<file path="config.mk">
export PLATFORM = sky130hd
export DESIGN_NAME = video_pattern_gen
export DESIGN_NICKNAME = d
export VERILOG_FILES = /design/src/rtl/video_pattern_gen.sv
export SDC_FILE = /design/constraint.sdc
export NUM_CORES = 1
export LEC_CHECK = 0
export BUFFER_PORTS_ARGS = -buffer_cell sky130_fd_sc_hd__buf_2
export CORE_ASPECT_RATIO = 0.5
export CORE_MARGIN = 1
export CORE_UTILIZATION = 52
export CTS_CLUSTER_SIZE = 8
export DETAILED_ROUTE_END_ITERATION = 6
export PLACE_DENSITY_LB_ADDON = 0.12
export SYNTH_ARGS = -nofsm -noshare
export SYNTH_HDL_FRONTEND = slang
export SYNTH_SLANG_ARGS = --single-unit
</file>
<file path="constraint.sdc">
create_clock -name clk -period 3.44 [get_ports clk]
set_input_delay 0 -clock clk [delete_from_list [all_inputs] [get_ports clk]]
set_output_delay 0 -clock clk [all_outputs]
set_load 0.1 [all_outputs]
</file>
<file path="src/rtl/video_pattern_gen.sv">
// ---------------------------------------------------------------------------
// video_pattern_gen
// Interlaced luma test-pattern source. Each sample slot takes two clocks,
// and the valid strobe fires on the second clock of every active slot. A
// frame is made of field 0 followed by field 1. Every field begins with its
// own number of vertical-blank lines. The pattern settings are captured once
// per frame, on the edge that enters field 0 line 0 slot 0.
//
// Ports
//   clk          : single clock, rising edge
//   reset        : synchronous, active-high reset
//   enable       : request to stream frames
//   mode[1:0]    : 0 solid, 1 horizontal ramp, 2 checkerboard, 3 single dot
//   level[7:0]   : solid-mode luma value
//   dot_x/dot_y  : dot position in active coordinates (10 bits each)
//   fvh[2:0]     : {field, vertical blank, horizontal blank}
//   dv           : luma sample valid strobe
//   pixel[7:0]   : luma sample (0 whenever dv is low)
//   frame_count  : completed frames, wrapping at 256
//   busy         : high while streaming
// ---------------------------------------------------------------------------
module video_pattern_gen #(
    parameter int H_ACTIVE  = 720,
    parameter int H_BLANK   = 138,
    parameter int V_ACTIVE  = 240,
    parameter int V_BLANK0  = 22,
    parameter int V_BLANK1  = 23,
    parameter int BLK_SHIFT = 3
) (
    input  logic       clk,
    input  logic       reset,
    input  logic       enable,
    input  logic [1:0] mode,
    input  logic [7:0] level,
    input  logic [9:0] dot_x,
    input  logic [9:0] dot_y,
    output logic [2:0] fvh,
    output logic       dv,
    output logic [7:0] pixel,
    output logic [7:0] frame_count,
    output logic       busy
);

    localparam logic [9:0] LP_HA      = 10'(H_ACTIVE);
    localparam logic [9:0] LP_H_LAST  = 10'(H_ACTIVE + H_BLANK - 1);
    localparam logic [9:0] LP_VB0     = 10'(V_BLANK0);
    localparam logic [9:0] LP_VB1     = 10'(V_BLANK1);
    localparam logic [9:0] LP_F0_LAST = 10'(V_BLANK0 + V_ACTIVE - 1);
    localparam logic [9:0] LP_F1_LAST = 10'(V_BLANK1 + V_ACTIVE - 1);

    typedef enum logic [0:0] {
        ST_IDLE = 1'b0,
        ST_RUN  = 1'b1
    } state_t;

    state_t     r_state;
    logic       r_phase;
    logic [9:0] r_slot;
    logic [9:0] r_line;
    logic       r_field;
    logic [1:0] r_mode;
    logic [7:0] r_level;
    logic [9:0] r_dot_x;
    logic [9:0] r_dot_y;
    logic [2:0] r_fvh;
    logic       r_dv;
    logic [7:0] r_pixel;
    logic [7:0] r_frame_count;
    logic       r_busy;

    state_t     w_state_nxt;
    logic       w_phase_nxt;
    logic [9:0] w_slot_nxt;
    logic [9:0] w_line_nxt;
    logic       w_field_nxt;
    logic [7:0] w_fcnt_nxt;
    logic       w_latch;
    logic [9:0] w_line_last;
    logic [9:0] w_vblank_nxt;
    logic       w_h_nxt;
    logic       w_v_nxt;
    logic [9:0] w_y_nxt;
    logic       w_dv_nxt;
    logic [7:0] w_pix_nxt;
    logic [2:0] w_fvh_nxt;

    assign w_line_last = r_field ? LP_F1_LAST : LP_F0_LAST;

    // Next-state and raster-position update for the IDLE/RUN machine.
    always_comb begin
        w_state_nxt = r_state;
        w_phase_nxt = r_phase;
        w_slot_nxt  = r_slot;
        w_line_nxt  = r_line;
        w_field_nxt = r_field;
        w_fcnt_nxt  = r_frame_count;
        w_latch     = 1'b0;
        case (r_state)
            ST_IDLE: begin
                w_phase_nxt = 1'b0;
                w_slot_nxt  = 10'd0;
                w_line_nxt  = 10'd0;
                w_field_nxt = 1'b0;
                if (enable) begin
                    w_state_nxt = ST_RUN;
                    w_latch     = 1'b1;
                end else begin
                    w_state_nxt = ST_IDLE;
                end
            end
            ST_RUN: begin
                if (r_phase == 1'b0) begin
                    w_phase_nxt = 1'b1;
                end else begin
                    w_phase_nxt = 1'b0;
                    if (r_slot != LP_H_LAST) begin
                        w_slot_nxt = r_slot + 10'd1;
                    end else begin
                        w_slot_nxt = 10'd0;
                        if (r_line != w_line_last) begin
                            w_line_nxt = r_line + 10'd1;
                        end else begin
                            w_line_nxt = 10'd0;
                            if (r_field == 1'b0) begin
                                // Field 1 always follows field 0.
                                w_field_nxt = 1'b1;
                            end else begin
                                w_field_nxt = 1'b0;
                                w_fcnt_nxt  = r_frame_count + 8'd1;
                                if (enable) begin
                                    w_latch = 1'b1;
                                end else begin
                                    w_state_nxt = ST_IDLE;
                                end
                            end
                        end
                    end
                end
            end
            default: begin
                w_state_nxt = ST_IDLE;
                w_phase_nxt = 1'b0;
                w_slot_nxt  = 10'd0;
                w_line_nxt  = 10'd0;
                w_field_nxt = 1'b0;
            end
        endcase
    end

    // The outputs are computed from the next raster position, so that the
    // registered outputs match the position held in the counters.
    always_comb begin
        w_vblank_nxt = w_field_nxt ? LP_VB1 : LP_VB0;
        w_h_nxt      = (w_slot_nxt >= LP_HA);
        w_v_nxt      = (w_line_nxt < w_vblank_nxt);
        w_y_nxt      = w_line_nxt - w_vblank_nxt;
        w_dv_nxt     = (w_state_nxt == ST_RUN) && w_phase_nxt && !w_h_nxt && !w_v_nxt;
        if (w_state_nxt == ST_RUN) begin
            w_fvh_nxt = {w_field_nxt, w_v_nxt, w_h_nxt};
        end else begin
            w_fvh_nxt = 3'b011;
        end
    end

    // Pattern generator: this is evaluated only for active samples. As a
    // result, a dot placed outside the active area never matches.
    always_comb begin
        w_pix_nxt = 8'h00;
        if (w_dv_nxt) begin
            case (r_mode)
                2'd0:    w_pix_nxt = r_level;
                2'd1:    w_pix_nxt = w_slot_nxt[7:0];
                2'd2:    w_pix_nxt = (w_slot_nxt[BLK_SHIFT] ^ w_y_nxt[BLK_SHIFT]) ? 8'hFF : 8'h00;
                2'd3:    w_pix_nxt = ((w_slot_nxt == r_dot_x) && (w_y_nxt == r_dot_y)) ? 8'hFF : 8'h00;
                default: w_pix_nxt = 8'h00;
            endcase
        end else begin
            w_pix_nxt = 8'h00;
        end
    end

    // State, counters, per-frame settings and registered outputs.
    always_ff @(posedge clk) begin
        if (reset) begin
            r_state       <= ST_IDLE;
            r_phase       <= 1'b0;
            r_slot        <= 10'd0;
            r_line        <= 10'd0;
            r_field       <= 1'b0;
            r_mode        <= 2'd0;
            r_level       <= 8'h00;
            r_dot_x       <= 10'd0;
            r_dot_y       <= 10'd0;
            r_fvh         <= 3'b011;
            r_dv          <= 1'b0;
            r_pixel       <= 8'h00;
            r_frame_count <= 8'd0;
            r_busy        <= 1'b0;
        end else begin
            r_state       <= w_state_nxt;
            r_phase       <= w_phase_nxt;
            r_slot        <= w_slot_nxt;
            r_line        <= w_line_nxt;
            r_field       <= w_field_nxt;
            r_fvh         <= w_fvh_nxt;
            r_dv          <= w_dv_nxt;
            r_pixel       <= w_pix_nxt;
            r_frame_count <= w_fcnt_nxt;
            r_busy        <= (w_state_nxt == ST_RUN);
            if (w_latch) begin
                r_mode  <= mode;
                r_level <= level;
                r_dot_x <= dot_x;
                r_dot_y <= dot_y;
            end
        end
    end

    assign fvh         = r_fvh;
    assign dv          = r_dv;
    assign pixel       = r_pixel;
    assign frame_count = r_frame_count;
    assign busy        = r_busy;

endmodule
</file>
==> results of run 1 <==
==> layout make-up <==
class,count,area share [%]
inverters,10,0.693
clock inverters,6,1.36
multi-input cells,393,46.5
clock buffers,10,4.41
flip-flops and latches,73,27.1
well taps,96,2.22
repair buffers,135,17.7
==> metal layers <==
| layer | vias to the layer above | global-route usage [%] | part of all wire, % |
|---|---|---|---|
| li1 | 2035 | - | - |
| met4 | 0 | 7.29 | 1.6 |
| met3 | 29 | 10.5 | 7.9 |
| met2 | 158 | 47.3 | 44 |
| met1 | 1970 | 41.4 | 47 |
| met5 | - | 0 | 0 |
==> power by group through the flow <==
stage / clock network [mW] / logic [mW] / registers, mW
2_1_floorplan: 0 / 0.0922 / 0.911
3_3_place_gp: 0 / 0.146 / 0.908
3_5_place_dp: 0 / 0.147 / 0.908
4_1_cts: 0.988 / 0.176 / 0.890
5_1_grt: 1.02 / 0.197 / 0.893
6_report: 0.979 / 0.180 / 0.891
==> flip-flops by register name (all words and copies together), names as in the netlist <==
| signal | cells |
|---|---|
| r_line | 10 |
| pixel | 8 |
| r_level | 8 |
| r_mode | 2 |
| r_field | 1 |
| fvh | 3 |
| dv | 1 |
| r_phase | 1 |
| r_slot | 10 |
| frame_count | 8 |
| r_dot_y | 10 |
| r_dot_x | 10 |
| busy | 1 |
==> how the worst min path moves through the flow <==
| stage | to | slack [ps] | cells past startpoint |
|---|---|---|---|
| after global placement | r_level[6] | 240 | 3 |
| after global routing | r_line[3] | 100 | 2 |
| after detailed placement | r_dot_x[3] | 240 | 3 |
| final | r_line[9] | 70 | 2 |
| after floorplan | r_phase | 80 | 1 |
| after CTS | r_line[0] | 60 | 2 |
==> cell families (layout without fill, tap and decap cells) <==
group	count (synthesis)	after routing	share of synthesized area, %
AO/OA/AOI/OAI	119	119	20.6
XOR/XNOR	29	29	6.96
adder cells (fa/ha/maj)	6	6	1.85
buffers and inverters	39	161	3.94
flip-flops	73	73	36.0
multiplexers	3	3	0.770
AND/OR/NAND/NOR	236	236	29.9
==> worst register-to-register path, cell delays in order, from the launching register on <==
cell,delay [ps]
dfxtp_1,340
nor3b_1,340
o2111ai_2,230
nor2_4,180
xnor2_2,90
nor2_1,120
ha_2,200
inv_2,50
ha_4,250
xnor2_1,100
nand4_1,100
a311o_1,300
nor4_2,170
o2111ai_1,210
a311oi_2,300
o311ai_4,240
a31oi_1,220
==> timing repair <==
| action | 4_1_cts | 5_1_grt |
|---|---|---|
| gates resized for setup | 14 | 2 |
| buffers inserted | 1 | 0 |
| endpoints found under the setup margin | 8 | 8 |
| endpoints found under the hold margin | 31 | 0 |
| hold buffers | 31 | 0 |
| pin swaps | 8 | 2 |
==> stage by stage <==
step	setup slack [ps]	TNS, ps	std cells	power [mW]
floorplan	11.3	0	505	1.00
global placement	-16.5	-48.6	675	1.05
CTS	-5.78	-8.67	723	2.05
detailed placement	-148	-1040	675	1.06
global route	-238	-1480	723	2.11
finish	-60.7	-154	723	2.05
==> Yosys cell counts (3+ instances only) <==
library cell  instances
clkbuf_1             22
o2111ai_1             3
xnor2_1              17
dfxtp_1              73
o21ai_0              21
a21oi_2               5
nor2b_1              10
ha_1                  6
nor3b_1               8
and3_1                5
or3_1                 4
nand2_1              90
a31oi_1               3
o21a_1                8
and2_1                5
nand2b_1              3
nor2_1               40
a21o_1                3
a21oi_1              41
nor3_1               17
nand3_1              13
inv_1                10
xor2_1               10
buf_2                 5
nand4_1              11
nor4_1                7
==> metrics.cfg, run 1 <==
[run_status]
outcome = finished, violations left
violations = setup timing

[yosys]
post-synth-top-area-cell = dfxtp_1
synthDistinctLibCells = 77
synth_nets = 544
synth_flop_cell = dfxtp_1
ys_seq_area_share_pct = 36.0
synth_edf_count = 0
synth_area_sq_mm = 0.00406
yosysWarningCount = 0
async_reset_ff_share_pct = 0
synthCells = 505
syn_avg_cell_area_sq_um = 8.04
ys_seq_elements = 73
synth_area_leaders = dfxtp_1 36%, nand2_1 8.3%, a21oi_1 5.1%, nor2_1 3.7%, xnor2_1 3.7%
synth_top_cell_area_share_pct = 36.0

[die]
die_area_sq_mm = 0.00819
io_pins = 54
die_h_um = 64.5
initial_core_util_pct = 54.6
coreArea_sq_mm = 0.00743
die_w_um = 127
rows = 22

[final_layout]
multi_input_comb_area_sq_mm = 0.00252
final_util_pct = 72.8
layout_common_cells = 90 x nand2_1, 69 x dfxtp_1, 53 x buf_2, 51 x buf_4, 41 x a21oi_1
area_growth_pct = 33.3
register_area_sq_mm = 0.00147
final_area_sq_mm = 0.00541
fin_nets = 661
final_common_cell = nand2_1
nFillCells = 593
layout-drive-gt1-share_pct = 25.0
antenna_cells = 0

[critical_path]
crit_type = reg2reg
crit_fanout = 8
critPathBufInv = 1
reg2reg_depth = 16
timing.rr.start = r_line[0]
critical-path-top-delay-family = compound AO/OA/AOI/OAI gates
end_kind = flop
cp.arrival_ps = 3780
crit_cells = 16
worst-r2r-setup-slack_ps = -60
start_kind = flop
worstPathRequired_ps = 3720
endpoint = pixel[2]
crit_start = r_line[0]
critPathMaxStageDelay_ps = 340
cp_cell_sequence = nor3b_1 > o2111ai_2 > nor2_4 > xnor2_2 > nor2_1 > ha_2 > inv_2 > ha_4 > xnor2_1 > nand4_1 > a311o_1 > nor4_2 > o2111ai_1 > a311oi_2 > o311ai_4 > a31oi_1
slowest_stage = dfxtp_1
r2r_end = pixel[2]

[placement]
dp_hpwl_um = 8240
gp_congestion = 0.927
postPlaceCellArea_sq_mm = 0.00471
port_buffers = 53

[drt]
ant_nets = 0
vias = 4192
first_pass_iters = 4
wirelength_um = 12000
dr.first_iter.drc_count = 323
remaining_drc_errors = 0
vias_per_cell = 5.80
detail_route.wl_per_cell_um = 16.6

[hold_path]
hold_path.class = in2reg
worstHoldStart = reset

[sta]
slew_headroom_pct = 30.3
clock_skew_ps = 5.84
setup_ws_ps = -60.7
fin_hold_ws_ps = 73.4
period_needed_ps = 3500
finalCritPeriodShare_pct = 102
tightest_slew_ps = 1040
drv_slew = 0
hold_viol = 0
setup_viol_count_final = 6
fmax_ghz = 0.286
rsz0062_at_grt = true

[power_and_ir_drop]
internal_power_mw = 1.53
p_leak_nw = 2.17
clock_power_share_pct = 47.8
peakVddDrop_v = 0.000330
power_density_mw_per_mm2 = 379
combinationalPowerShare_pct = 8.8
p_seq_share_pct = 43.5
sw_frac_of_total_pct = 25.1
p_switching_mw = 0.515

[global_routing]
groute.usage.overall_pct = 30.7
grt_pass1_vias = 3825
grt_start_max_net_pins = 40
grt_pass1_wl_um = 19100
antenna_found_initial = 0
gr-total-overflow = 0

[clock_network]
path_clk_slew_ps = 60
insertion_delay_ps = 350
cts_buffer_depth = 2
cts_sinks = 73
numCtsBuffers = 9
cts_tree = done
cts-root-buf = clkbuf_16
cts-htree-levels = 3

[job]
cap_viol_max_count = 0

Power figures use the tool's default switching activity.
==> run 2: changes to the inputs <==
--- a/config.mk
+++ b/config.mk
@@ -5,12 +5,14 @@
 export SDC_FILE = /design/constraint.sdc
 export NUM_CORES = 1
 export LEC_CHECK = 0
+export ABC_AREA = 1
 export BUFFER_PORTS_ARGS = -buffer_cell sky130_fd_sc_hd__buf_2
 export CORE_ASPECT_RATIO = 0.5
 export CORE_MARGIN = 1
-export CORE_UTILIZATION = 52
+export CORE_UTILIZATION = 53
 export CTS_CLUSTER_SIZE = 8
 export DETAILED_ROUTE_END_ITERATION = 6
+export GPL_ROUTABILITY_DRIVEN = 0
 export PLACE_DENSITY_LB_ADDON = 0.12
 export SYNTH_ARGS = -nofsm -noshare
 export SYNTH_HDL_FRONTEND = slang
==> run 2 against run 1 <==
  * The flow now finishes without violations
  * First-iteration DRC count grew 22%
  * Clock skew grew 1.1 ps
  * Combinational power grew 44%
  * Flip-flop and latch count is the same
  * Maximum frequency grew 6.8%
  * Register-to-register slack gained 220 ps
  * Cell count grew 19%
  * Clock-buffer cell count is the same
==> metrics.cfg, run 2 <==
[run_status]
outcome = complete, no violations  ; was finished, violations left

[yosys]
synthCells = 646  ; was 505
synth_xor_xnor_area_share_pct = 1.84  ; was 6.96%
yosys.area_share.simple_pct = 38.4  ; was 29.9%
synthMuxAreaShare_pct = 0  ; was 0.770%
synth_top_cell_area_share_pct = 34.7  ; was 36.0%
ys_seq_elements = 73  ; unchanged
synth_edf_count = 0  ; unchanged
yosysWarningCount = 0  ; unchanged
synth_top_family_by_area = simple AND/OR/NAND/NOR gates  ; unchanged
async_reset_ff_share_pct = 0  ; unchanged
synthDistinctLibCells = 39  ; was 77
synth_fa_ha_area_share_pct = 1.78  ; was 1.85%
syn_avg_cell_area_sq_um = 6.52  ; was 8.04 sq um
synth_area_leaders = dfxtp_1 35%, nand2_1 13%, nor2_1 7.8%, inv_1 7.7%, o21ai_0 6.9%  ; was dfxtp_1 36%, nand2_1 8.3%, a21oi_1 5.1%, nor2_1 3.7%, xnor2_1 3.7%
synth_nets = 685  ; was 544
post-synth-top-area-cell = dfxtp_1  ; unchanged
ys_top_cells_by_count = 146 x nand2_1, 88 x nor2_1, 87 x inv_1, 73 x dfxtp_1, 58 x o21ai_0  ; was 90 x nand2_1, 73 x dfxtp_1, 41 x a21oi_1, 40 x nor2_1, 22 x clkbuf_1
synth_flop_cell = dfxtp_1  ; unchanged
ys_seq_area_share_pct = 34.7  ; was 36.0%
synth_area_sq_mm = 0.00421  ; was 0.00406 sq mm
synth-compound-area-share_pct = 13.2  ; was 20.6%
yosysMostFrequentCell = nand2_1  ; unchanged

[die]
rows = 22  ; unchanged
die_h_um = 65.1  ; was 64.5 um
coreArea_sq_mm = 0.00751  ; was 0.00743 sq mm
die_area_sq_mm = 0.00833  ; was 0.00819 sq mm
initial_core_util_pct = 56.1  ; was 54.6%
io_pins = 54  ; unchanged
die_w_um = 128  ; was 127 um

[critical_path]
worstPathRequired_ps = 3710  ; was 3720 ps
critical-path-top-delay-family = simple AND/OR/NAND/NOR gates  ; was compound AO/OA/AOI/OAI gates
cp_common_cell = nor2_1
start_kind = flop  ; unchanged
crit_fanout = 8  ; unchanged
slowest_stage = dfxtp_1  ; unchanged
cp.arrival_ps = 3550  ; was 3780 ps
crit_type = reg2reg  ; unchanged
critPathMaxStageDelay_ps = 340  ; about the same
critPathBufInv = 3  ; was 1
end_kind = flop  ; unchanged

[final_layout]
final_common_cell = nand2_1  ; unchanged
fin_nets = 787  ; was 661
final_util_pct = 71.0  ; was 72.8%
final_area_sq_mm = 0.00533  ; was 0.00541 sq mm
area_growth_pct = 26.6  ; was 33.3%
antenna_cells = 0  ; unchanged
layout-drive-gt1-share_pct = 22.3  ; was 25.0%
layout_common_cells = 144 x nand2_1, 86 x nor2_1, 82 x inv_1, 65 x dfxtp_1, 58 x o21ai_0  ; was 90 x nand2_1, 69 x dfxtp_1, 53 x buf_2, 51 x buf_4, 41 x a21oi_1

[clock_network]
numCtsBuffers = 9  ; unchanged
cts-htree-levels = 3  ; unchanged
cts_buffer_depth = 2  ; unchanged
cts-root-buf = clkbuf_16  ; unchanged
cts_sinks = 73  ; unchanged
cts_tree = done  ; unchanged
path_clk_slew_ps = 60  ; about the same
insertion_delay_ps = 340  ; was 350 ps

[drt]
first_pass_iters = 5  ; was 4
vias = 4429  ; was 4,192
ant_nets = 0  ; unchanged
remaining_drc_errors = 0  ; unchanged
dr.first_iter.drc_count = 394  ; was 323
wirelength_um = 11500  ; was 12,000 um
detail_route.wl_per_cell_um = 13.4  ; was 16.6 um
vias_per_cell = 5.14  ; was 5.80

[power_and_ir_drop]
p_leak_nw = 2.56  ; was 2.17 nW
power_density_mw_per_mm2 = 383  ; was 379 mW/mm^2
p_total_mw = 2.04  ; was 2.05 mW
peakVddDrop_v = 0.000250  ; was 0.000330 V

[job]
cap_viol_max_count = 0  ; unchanged

[placement]
postPlaceCellArea_sq_mm = 0.00466  ; was 0.00471 sq mm
port_buffers = 53  ; unchanged
dp_hpwl_um = 8030  ; was 8240 um

[sta]
slew_headroom_pct = 40.7  ; was 30.3%
period_needed_ps = 3280  ; was 3500 ps
clock_skew_ps = 6.89  ; was 5.84 ps
setup_tns_ps = 0  ; was -154 ps
finalCritPeriodShare_pct = 95.3  ; was 102%
hold_viol = 0  ; unchanged
setup_viol_count_final = 0  ; was 6
drv_slew = 0  ; unchanged
tightest_slew_ps = 889  ; was 1040 ps
fmax_ghz = 0.305  ; was 0.286 GHz

[global_routing]
antenna_found_initial = 0  ; unchanged
grt_pass1_vias = 3856  ; was 3,825
groute.usage.overall_pct = 28.4  ; was 30.7%
grt_pass1_wl_um = 18200  ; was 19,100 um
grt_start_max_net_pins = 45  ; was 40
gr-total-overflow = 0  ; unchanged

[hold_path]
hold_path.class = in2reg  ; unchanged

run 2: path summary, 6_finish.rpt:
kind,from,end,slack (ps),cells past startpoint
max,r_line[3],pixel[6],160,27
min,dot_y[9],r_dot_y[9],30,3
max reg2reg,r_line[3],pixel[6],160,27
min reg2reg,frame_count[4],frame_count[4],470,2
run 2: cell type report:
type	instances	area, sq um
fill	628	2180
clock inverter	6	50.0
multi-input combinational	461	2340
sequential	73	1470
tap	108	135
timing repair buffer	108	748
inverter	95	359
clock buffer	10	229
run 2: logic make-up after synthesis:
| kind of cell | after synthesis |
|---|---|
| adders and majority gates | 6 |
| xor gates and xnor gates | 8 |
| buffers and inverters | 112 |
| DFF | 73 |
| AOI/OAI and AO/OA | 102 |
| and+or+nand+nor | 345 |
run 2: what timing repair did:
| item | CTS | global route |
|---|---|---|
| hold buffers | 28 | 0 |
| endpoints found under the setup margin | 0 | 8 |
| gates resized for setup | 0 | 19 |
| setup buffers | 0 | 12 |
| hold endpoints to repair | 28 | 0 |
run 2: layer usage:
layer | vias to the layer above | wire length (um) | GRT usage, %
met1 | 1998 | 5420 | 39.3
met5 | - | 0 | 0
met3 | 15 | 740 | 5.20
met4 | 0 | 144 | 7.50
met2 | 145 | 5220 | 45.7
li1 | 2271 | - | -
run 2: stage by stage:
| step | hold WS, ps | cells | setup WS, ps |
|---|---|---|---|
| 2_1_floorplan | 135 | 646 | 263 |
| 3_3_place_gp | 220 | 805 | 272 |
| 3_5_place_dp | 228 | 805 | 175 |
| 4_1_cts | 5.76 | 849 | 137 |
| 5_1_grt | 48.1 | 861 | -39.4 |
| 6_report | 26.8 | 861 | 162 |
run 2: worst reg2reg max path, delay by kind of cell (launching register included):
family	cells	cell delay (ps)
and+or+nand+nor	19	1840
AOI/OAI and AO/OA	2	210
xor gates and xnor gates	1	140
buffers and inverters	3	250
adders and majority gates	2	430
DFF	1	340
run 2: report_power, final:
group / internal (mW) / switching, mW / leakage, nW
sequential: 0.880 / 0.0237 / 0.600
clock: 0.497 / 0.382 / 0.130
combinational: 0.0919 / 0.167 / 1.83
total: 1.47 / 0.573 / 2.56
